<file path="src/rtl/sin_lut_arb_pkg.sv">
// Shared widths and types for the sine LUT arbiter slice.
// Defaults match the 512 x 16 sine ROM feeding four tone voices.
package sin_lut_arb_pkg;

    localparam int N_REQ_DEF     = 4;
    localparam int ADDR_BITS_DEF = 9;
    localparam int SIG_BITS_DEF  = 16;
    localparam int ROM_LAT_DEF   = 1;

    typedef logic [ADDR_BITS_DEF-1:0]      lut_addr_t;
    typedef logic [SIG_BITS_DEF-1:0]       lut_data_t;
    typedef logic [$clog2(N_REQ_DEF)-1:0]  voice_id_t;

    // Width of an encoded voice index; never narrower than one bit.
    function automatic int id_bits(input int n);
        return (n < 2) ? 1 : $clog2(n);
    endfunction

endpackage

</file>
<file path="src/rtl/sin_lut_arb_rr_arbiter.sv">
// Round-robin arbiter: pointer register plus one-hot grant and encoded winner id.
// Latency: grant is combinational from req and pointer; pointer updates on the grant edge.
// Backpressure: none; a requester simply waits until the rotating search reaches it.
module sin_lut_arb_rr_arbiter
    import sin_lut_arb_pkg::*;
#(
    parameter  int N_REQ = N_REQ_DEF,
    localparam int ID_W  = id_bits(N_REQ)
) (
    input  logic             clk,
    input  logic             reset_n,
    input  logic [N_REQ-1:0] req,
    output logic [N_REQ-1:0] gnt,
    output logic             gnt_vld,
    output logic [ID_W-1:0]  gnt_id
);

    logic [ID_W-1:0] ptr;
    logic [ID_W-1:0] idx;

    // Grants are held off while reset is asserted so no transfer is accepted then.
    always_comb begin
        gnt     = '0;
        gnt_vld = 1'b0;
        gnt_id  = '0;
        idx     = '0;
        for (int off = 0; off < N_REQ; off++) begin
            idx = ID_W'((int'(ptr) + off) % N_REQ);
            if (!gnt_vld && reset_n && req[idx]) begin
                gnt_vld  = 1'b1;
                gnt_id   = idx;
                gnt[idx] = 1'b1;
            end
        end
    end

    always_ff @(posedge clk or negedge reset_n) begin
        if (!reset_n) begin
            ptr <= '0;
        end else if (gnt_vld) begin
            ptr <= (gnt_id == ID_W'(N_REQ - 1)) ? '0 : gnt_id + 1'b1;
        end
    end

endmodule

</file>
<file path="src/rtl/sin_lut_arb.sv">
// Shares one synchronous sine ROM among N_REQ voices and returns tagged samples in grant order.
// Latency: grant to rd_valid is 2+ROM_LAT cycles; one lookup per cycle aggregate.
// Backpressure: none; voices wait on gnt, returned samples cannot be stalled.
module sin_lut_arb
    import sin_lut_arb_pkg::*;
#(
    parameter int N_REQ     = N_REQ_DEF,
    parameter int ADDR_BITS = ADDR_BITS_DEF,
    parameter int SIG_BITS  = SIG_BITS_DEF,
    parameter int ROM_LAT   = ROM_LAT_DEF
) (
    input  logic                       clk,
    input  logic                       reset_n,
    input  logic [N_REQ-1:0]           req,
    input  logic [N_REQ*ADDR_BITS-1:0] addr,
    output logic [N_REQ-1:0]           gnt,
    output logic [N_REQ-1:0]           rd_valid,
    output logic [SIG_BITS-1:0]        rd_data,
    output logic                       rom_rd,
    output logic [ADDR_BITS-1:0]       rom_addr,
    input  logic [SIG_BITS-1:0]        rom_q
);

    localparam int ID_W = id_bits(N_REQ);

    logic                 gnt_vld;
    logic [ID_W-1:0]      gnt_id;
    logic [ADDR_BITS-1:0] sel_addr;
    logic [N_REQ-1:0]     ret_onehot;

    // Stage 0 is aligned with rom_rd; stage ROM_LAT is aligned with valid rom_q.
    logic [ROM_LAT:0]     vld_sr;
    logic [ID_W-1:0]      id_sr [ROM_LAT+1];

    sin_lut_arb_rr_arbiter #(
        .N_REQ   (N_REQ)
    ) u_arb (
        .clk     (clk),
        .reset_n (reset_n),
        .req     (req),
        .gnt     (gnt),
        .gnt_vld (gnt_vld),
        .gnt_id  (gnt_id)
    );

    assign sel_addr   = addr[int'(gnt_id)*ADDR_BITS +: ADDR_BITS];
    assign ret_onehot = N_REQ'(1) << id_sr[ROM_LAT];
    assign rom_rd     = vld_sr[0];

    always_ff @(posedge clk or negedge reset_n) begin
        if (!reset_n) begin
            rom_addr <= '0;
            vld_sr   <= '0;
            for (int i = 0; i <= ROM_LAT; i++) begin
                id_sr[i] <= '0;
            end
            rd_valid <= '0;
            rd_data  <= '0;
        end else begin
            if (gnt_vld) begin
                rom_addr <= sel_addr;
            end
            vld_sr   <= {vld_sr[ROM_LAT-1:0], gnt_vld};
            id_sr[0] <= gnt_id;
            for (int i = 1; i <= ROM_LAT; i++) begin
                id_sr[i] <= id_sr[i-1];
            end
            rd_valid <= vld_sr[ROM_LAT] ? ret_onehot : '0;
            if (vld_sr[ROM_LAT]) begin
                rd_data <= rom_q;
            end
        end
    end

endmodule

</file>
<file path="config.mk">
export PLATFORM = sky130hd
export DESIGN_NAME = sin_lut_arb
export DESIGN_NICKNAME = d
export VERILOG_FILES = /design/src/rtl/sin_lut_arb_pkg.sv /design/src/rtl/sin_lut_arb_rr_arbiter.sv /design/src/rtl/sin_lut_arb.sv
export SDC_FILE = /design/constraint.sdc
export NUM_CORES = 1
export LEC_CHECK = 0
export CAP_MARGIN = 20
export CELL_PAD_IN_SITES_DETAIL_PLACEMENT = 1
export CELL_PAD_IN_SITES_GLOBAL_PLACEMENT = 1
export CORE_UTILIZATION = 32
export DETAILED_ROUTE_END_ITERATION = 8
export PLACE_DENSITY = 0.8
export RECOVER_POWER = 25
export SYNTH_ARGS = -nofsm -noshare
export SYNTH_HDL_FRONTEND = slang
export SYNTH_SLANG_ARGS = --single-unit
</file>
<file path="constraint.sdc">
create_clock -name clk -period 3.6 [get_ports clk]
set_input_delay 1.08 -clock clk [delete_from_list [all_inputs] [get_ports clk]]
set_output_delay 1.08 -clock clk [all_outputs]
set_load 0.01 [all_outputs]
</file>
==> metrics.md, run 1 <==
| Metric | Value |
|---|---|
| Delay-heaviest family, CP | `multiplexers` |
| DRC viols | `0` |
| Final setup fails | `3` |
| Die ar. | `6921 um^2` |
| PwrDens | `771.7 nW/um^2` |
| GR Overflow Total | `0` |
| Cell count after synthesis | `162` |
| Clk Latency, worst-skew pair | `0.28 ns` |
| Failing checks | `max-capacitance violations, max-slew violations, negative setup slack` |
| Reg clk slew, reported paths | `0.07 ns` |
| Die width | `83.19 um` |
| HP Start | `id_sr[3]` |
| Num CTS Buffers | `5` |
| Slowest-stage cell, CP | `mux4_2` |
| Post-Syn Nets | `224` |
| Fraction of registers with async set/reset | `100.0%` |
| Core Area | `6350 um^2` |
| Critical path peak fanout | `4` |
| CTS Sinks | `37` |
| DRT antenna net count | `0` |
| Slew Viols, Final | `35` |
| Clock Skews | `0.003315 ns` |
| Worst Setup Slack, final | `-0.03637 ns` |
| Cell Rows | `29` |
| Final wirelength | `5696 um` |
| Hold_buf cts | `0` |
| Vias in the first global route | `1965` |
| Layout Nets | `337` |
| Via density | `5.048` |
| Die Ht | `83.19 um` |
| Vias | `1782` |
| Required time worst endpoint | `2.52 ns` |
| Startpoint type of the worst setup path | `input port` |
| RSZ-0062 raised after global routing | `yes` |
| Total of max-cap violations | `1` |
| Syn avg cell area | `13.02 um^2` |
| Fin. Hold Viols | `0` |
| Finished Cell Area | `3348 um^2` |
| Fin cells | `353` |
| H-tree depth | `2` |
| Post-DP HPWL | `4184 um` |
| Static Leak | `1.440 nW` |
| Initial Utilization | `33.22%` |
| Slew @ Worst Pin | `1.812 ns` |
| Most frequent cells in the layout | `82 x clkdlybuf4s50_1, 36 x dfrtp_1, 18 x buf_4` |
| Worst Path Buf+Inv | `4` |
| Final Cycle Share | `101.0%` |
| Cell mode on critical path | `buf_6` |
| CTS Buffer Depth | `2` |
| Critical path data arrival time | `2.56 ns` |
| Setup TNS | `-0.08963 ns` |
| Gr usage total | `17.20%` |
| Period minus WS final | `3.636 ns` |
| Synth unique cells | `36` |
| Max frequency | `275.0 MHz` |
| Worst Setup SP | `req[2]` |
| Root buffer cell | `clkbuf_8` |
| Initial antenna violation count | `0` |
| Register area share after synthesis | `43.89%` |
| Crit Path Class | `input port to output pin` |
| Post-synth EDFFs | `0` |
| DRT iter0 DRCs | `34` |
| First-pass GRT wire length | `9618 um` |
| Synth warnings | `0` |
| # diodes | `0` |
| FILL cells | `668` |
| Kind of end point of the critical path | `output pin` |
| Maximum VDD drop | `411.9 uV` |
| Share of cells above drive strength 1 | `32.61%` |
| Mapped Area | `2110 um^2` |
| Worst slew margin | `-20.81%` |
| Most common cell after layout, fill and taps aside | `clkdlybuf4s50_1` |
| DR pass1 iterations | `4` |
| DR WL/cell | `16.14 um` |
| Placed cell areas | `3197 um^2` |
| Final hold slack | `0.3527 ns` |
| Most used DFF post-synth | `dfrtp_1` |
| Largest net degree at the start of global routing | `35` |
| RePlAce Congestion | `0.7927` |
| CP cell instances | `buf_6 -> buf_6 -> mux4_2 -> buf_6 -> nor2b_4 -> and2_4 -> a222oi_1 -> o21ai_1 -> buf_2` |
| Placed Cells | `342` |
| Io pins | `92` |
| Reg-to-reg startpoint | `u_arb.ptr[0]` |
| Flip-flop and latch count after synthesis | `37` |
| Hold Path Class | `flip-flop to flip-flop` |
| Outcome | `finished, violations left` |
| IO buf count | `91` |
| Syn-to-layout area delta | `58.72%` |
| TritonCTS clock tree | `built` |
| Critical path's largest stage delay | `0.51 ns` |
==> power breakdown <==
part	total, mW	internal (mW)	switching (mW)
sequential	0.683	0.565	0.118
clock	0.365	0.226	0.139
combinational	1.54	0.845	0.690
total	2.58	1.64	0.948
==> cells in the mapped netlist (2+ instances only) <==
| cell | n | share of area (%) |
|---|---|---|
| a211oi_2 | 9 | 5.3 |
| a21boi_0 | 9 | 3.2 |
| a221oi_2 | 9 | 6.4 |
| a222oi_1 | 4 | 1.9 |
| a22oi_1 | 2 | 0.71 |
| and2_1 | 3 | 0.89 |
| buf_12 | 2 | 1.9 |
| buf_2 | 3 | 0.71 |
| buf_6 | 2 | 1.1 |
| clkbuf_1 | 2 | 0.36 |
| dfrtp_1 | 37 | 44 |
| ha_1 | 4 | 2.4 |
| inv_1 | 6 | 1.1 |
| mux2_2 | 20 | 11 |
| mux2i_1 | 9 | 4.3 |
| mux4_2 | 3 | 3.2 |
| nand2_1 | 2 | 0.36 |
| nand3_1 | 2 | 0.47 |
| nor2_1 | 13 | 2.3 |
| nor2b_2 | 2 | 0.83 |
| o21ai_0 | 4 | 0.95 |
==> through the flow <==
stage / util [%] / setup slack [ns] / power, mW
after global placement: 50.34 / -0.7948 / 2.127
after detailed placement: 50.34 / -0.8814 / 2.175
after floorplan: - / 0.1119 / 1.583
final: 52.73 / -0.03637 / 2.584
after global routing: 52.73 / -0.1370 / 2.749
after CTS: 52.41 / -0.03128 / 2.581
==> sequential cells by signal, indices dropped and copies added (netlist names) <==
name	flops
id_sr	4
rd_data	16
rd_valid	4
rom_addr	9
u_arb.ptr	2
vld_sr	2
==> cell families (layout without fill, tap and decap cells) <==
family | count (synthesis) | after routing | synth area share (%)
compound gates | 44 | 44 | 22.30
xor+xnor | 1 | 1 | 0.4153
simple gates | 28 | 28 | 7.593
fa+ha+maj | 4 | 4 | 2.373
mux | 32 | 32 | 18.15
buf+inv | 16 | 130 | 5.278
flops | 37 | 37 | 43.89
==> final cells by class <==
cell class | count | area [um^2] | share of cell area [%]
Clock inverter | 1 | 30.03 | 0.8969
Tap cell | 77 | 96.34 | 2.877
Sequential cell | 37 | 927.1 | 27.69
Inverter | 7 | 26.28 | 0.7848
Multi-Input combinational cell | 109 | 1096 | 32.74
Timing Repair Buffer | 115 | 1086 | 32.44
Clock buffer | 7 | 86.33 | 2.578
==> final timing paths <==
path / end / slack [ns] / cells after the start
max reg2reg: rom_addr[1] / 0.68 / 9
min reg2reg: id_sr[1] / 0.35 / 0
min: id_sr[1] / 0.35 / 0
min in group asynchronous: rom_addr[0] / 0.86 / 2
max: gnt[3] / -0.04 / 9
max in group asynchronous: u_arb.ptr[1] / 0.78 / 3
==> timing repair <==
action | 4_1_cts | 5_1_grt
pin swaps | 4 | 4
endpoints found under the setup margin | 4 | 4
hold endpoints to repair | 0 | 0
buffers inserted | 2 | 1
gates resized for setup | 47 | 7
==> layer usage <==
| metal | GRT usage, % | vias up | share of wire, % |
|---|---|---|---|
| met3 | 4.970 | 7 | 5.5 |
| met1 | 20.84 | 871 | 42 |
| li1 | - | 837 | - |
| met4 | 3.292 | 0 | 1.1 |
| met5 | 0 | - | 0 |
| met2 | 30.40 | 67 | 51 |
No activity file was read; power rests on OpenSTA's default activity.
==> run 2, diff against run 1 <==
--- a/config.mk
+++ b/config.mk
@@ -8,6 +8,7 @@
 export CAP_MARGIN = 20
 export CELL_PAD_IN_SITES_DETAIL_PLACEMENT = 1
 export CELL_PAD_IN_SITES_GLOBAL_PLACEMENT = 1
+export CORE_MARGIN = 10
 export CORE_UTILIZATION = 32
 export DETAILED_ROUTE_END_ITERATION = 8
 export PLACE_DENSITY = 0.8
==> metrics.md, run 2 (synthesis results as in run 1) <==
| Metric | Value |
|---|---|
| Outcome | `finished, violations left` |
| Failing checks | `max-capacitance violations, max-slew violations, negative setup slack` |
| H-tree depth | `2` |
| CP cell instances | `buf_8 -> mux4_2 -> nor2b_4 -> and2_4 -> a222oi_1 -> o21ai_1 -> buf_2` |
| PwrDens | `743.4 nW/um^2` |
| Share of cells above drive strength 1 | `33.09%` |
| Max reg flops | `16` |
| Clock power share | `11.3%` |
| GR Overflow Total | `0` |
| Worst Path Buf+Inv | `2` |
| Top reg by flops | `rd_data` |
| P_sw | `0.9392 mW` |
| Slew @ Worst Pin | `1.881 ns` |
| Required time worst endpoint | `2.52 ns` |
| Sequential share of power | `27.4%` |
| TritonCTS clock tree | `built` |
| DR pass1 iterations | `4` |
| RePlAce Congestion | `0.8480` |
| CTS Sinks | `37` |
| Largest net degree at the start of global routing | `36` |
| # diodes | `0` |
| Worst slew margin | `-25.38%` |
| Initial antenna violation count | `0` |
| Total power | `2.478 mW` |
| RSZ-0062 raised after global routing | `yes` |
| FF-to-FF setup slack | `0.74 ns` |
| Most common cell after layout, fill and taps aside | `clkdlybuf4s50_1` |
| Slowest-stage cell, CP | `mux4_2` |
| Num CTS Buffers | `5` |
| IO buf count | `91` |
| Final Cycle Share | `100.6%` |
| Total of max-cap violations | `1` |
| Setup TNS | `-0.03463 ns` |
| Die Ht | `101.2 um` |
| Biggest regs | `rd_data: 16 flops, rom_addr: 9 flops` |
| Clk Latency, worst-skew pair | `0.28 ns` |
| Max frequency | `276.3 MHz` |
| First-pass GRT wire length | `10230 um` |
| Period minus WS final | `3.620 ns` |
| Via density | `4.975` |
| Die width | `101.2 um` |
| CTS Buffer Depth | `2` |
| DRT antenna net count | `0` |
| Die ar. | `10240 um^2` |
| Root buffer cell | `clkbuf_8` |
| DR WL/cell | `18.06 um` |
| Worst Setup Slack, final | `-0.01990 ns` |
| Switch share | `37.90%` |
| Cell Rows | `29` |
| Static Leak | `1.430 nW` |
| Core Area | `6386 um^2` |
| Maximum VDD drop | `413.2 uV` |
| Most frequent cells in the layout | `82 x clkdlybuf4s50_1, 35 x dfrtp_1, 20 x buf_4` |
| Kind of end point of the critical path | `output pin` |
| DRT iter0 DRCs | `55` |
| Delay-heaviest family, CP | `multiplexers` |
| Placed cell areas | `3197 um^2` |
| Critical path data arrival time | `2.54 ns` |
| Startpoint type of the worst setup path | `input port` |
| Syn-to-layout area delta | `58.01%` |
| Vias | `1766` |
| Clock Skews | `0.01011 ns` |
| Reg clk slew, reported paths | `0.08 ns` |
| Combinational Power Share | `61.3%` |
| Slew Viols, Final | `36` |
| Crit Path Class | `input port to output pin` |
| Hold Path Class | `flip-flop to flip-flop` |
| Io pins | `92` |
| Critical path peak fanout | `4` |
| Post-DP HPWL | `5003 um` |
| Fin cells | `355` |
| Finished Cell Area | `3333 um^2` |
| Gr usage total | `12.16%` |
| Final setup fails | `3` |
| Placed Cells | `342` |
| Initial Utilization | `33.03%` |
| Critical path's largest stage delay | `0.47 ns` |
| Internal power | `1.539 mW` |
| Fin. Hold Viols | `0` |
| DRC viols | `0` |
| Hold_buf cts | `0` |
| Vias in the first global route | `2037` |
| Final wirelength | `6411 um` |
| Layout Nets | `340` |
==> run 2: cell count changes in the layout (fill, tap and decap cells not counted), sizes merged <==
cell    before  now
buf         29   32
bufinv       1    0
clkbuf      11   10
clkinv       0    1
==> run 2: what timing repair did <==
item | in CTS | in global routing
hold endpoints to repair | 0 | 0
buffers inserted | 5 | 1
pin swaps | 4 | 3
endpoints found under the setup margin | 4 | 4
resized for setup | 50 | 5
==> run 2: stage by stage <==
stage                     setup WS [ns]  util [%]  hold WS, ns
after floorplan                  0.1119         -       0.3312
after global placement          -0.7845     50.06       0.3334
after detailed placement        -0.8962     50.06       0.3455
after CTS                      -0.03571     52.06       0.3632
after global routing            -0.1130     52.19       0.3784
final                          -0.01990     52.19       0.3703
==> run 2: final timing paths <==
kind,from,end,cells after the start
worst max-delay path,req[1],gnt[0],7
worst min-delay path,id_sr[2],id_sr[0],0
worst max register to register,u_arb.ptr[1],rom_addr[0],9
worst min register to register,id_sr[2],id_sr[0],0
max in group asynchronous,reset_n,u_arb.ptr[0],3
min in group asynchronous,reset_n,rom_addr[8],2
==> run 2: area by class of cell <==
cell class / count / area [um^2]
clock buffers: 6 / 72.57
clock inverters: 1 / 8.758
fillers: 679 / 3053
inverters: 7 / 26.28
multi-input cells: 109 / 1092
flip-flops and latches: 37 / 928.4
well taps: 77 / 96.34
repair buffers: 118 / 1109
==> run 2: worst register-to-register path, delay by kind of cell (launching register included) <==
family	cells	cell delay [ns]
adder cells (fa/ha/maj)	1	0.37
buffers and inverters	2	0.23
multiplexers	1	0.53
flip-flops	1	0.48
AND/OR/NAND/NOR	2	0.58
AO/OA/AOI/OAI	3	0.56
==> run 2: power groups by stage <==
stage	clock (mW)	combinational, mW	sequential (mW)
4_1_cts	0.291	1.53	0.678
2_1_floorplan	0	0.877	0.706
6_report	0.280	1.52	0.678
5_1_grt	0.312	1.66	0.704
3_5_place_dp	0	1.49	0.687
3_3_place_gp	0	1.46	0.674
==> run 2: routing by layer <==
| layer | share of wire (%) | up-vias | global-route usage (%) |
|---|---|---|---|
| li1 | - | 845 | - |
| met1 | 41 | 859 | 13.97 |
| met2 | 51 | 60 | 21.19 |
| met3 | 7.7 | 2 | 5.106 |
| met4 | 0.17 | 0 | 1.393 |
| met5 | 0 | - | 0 |
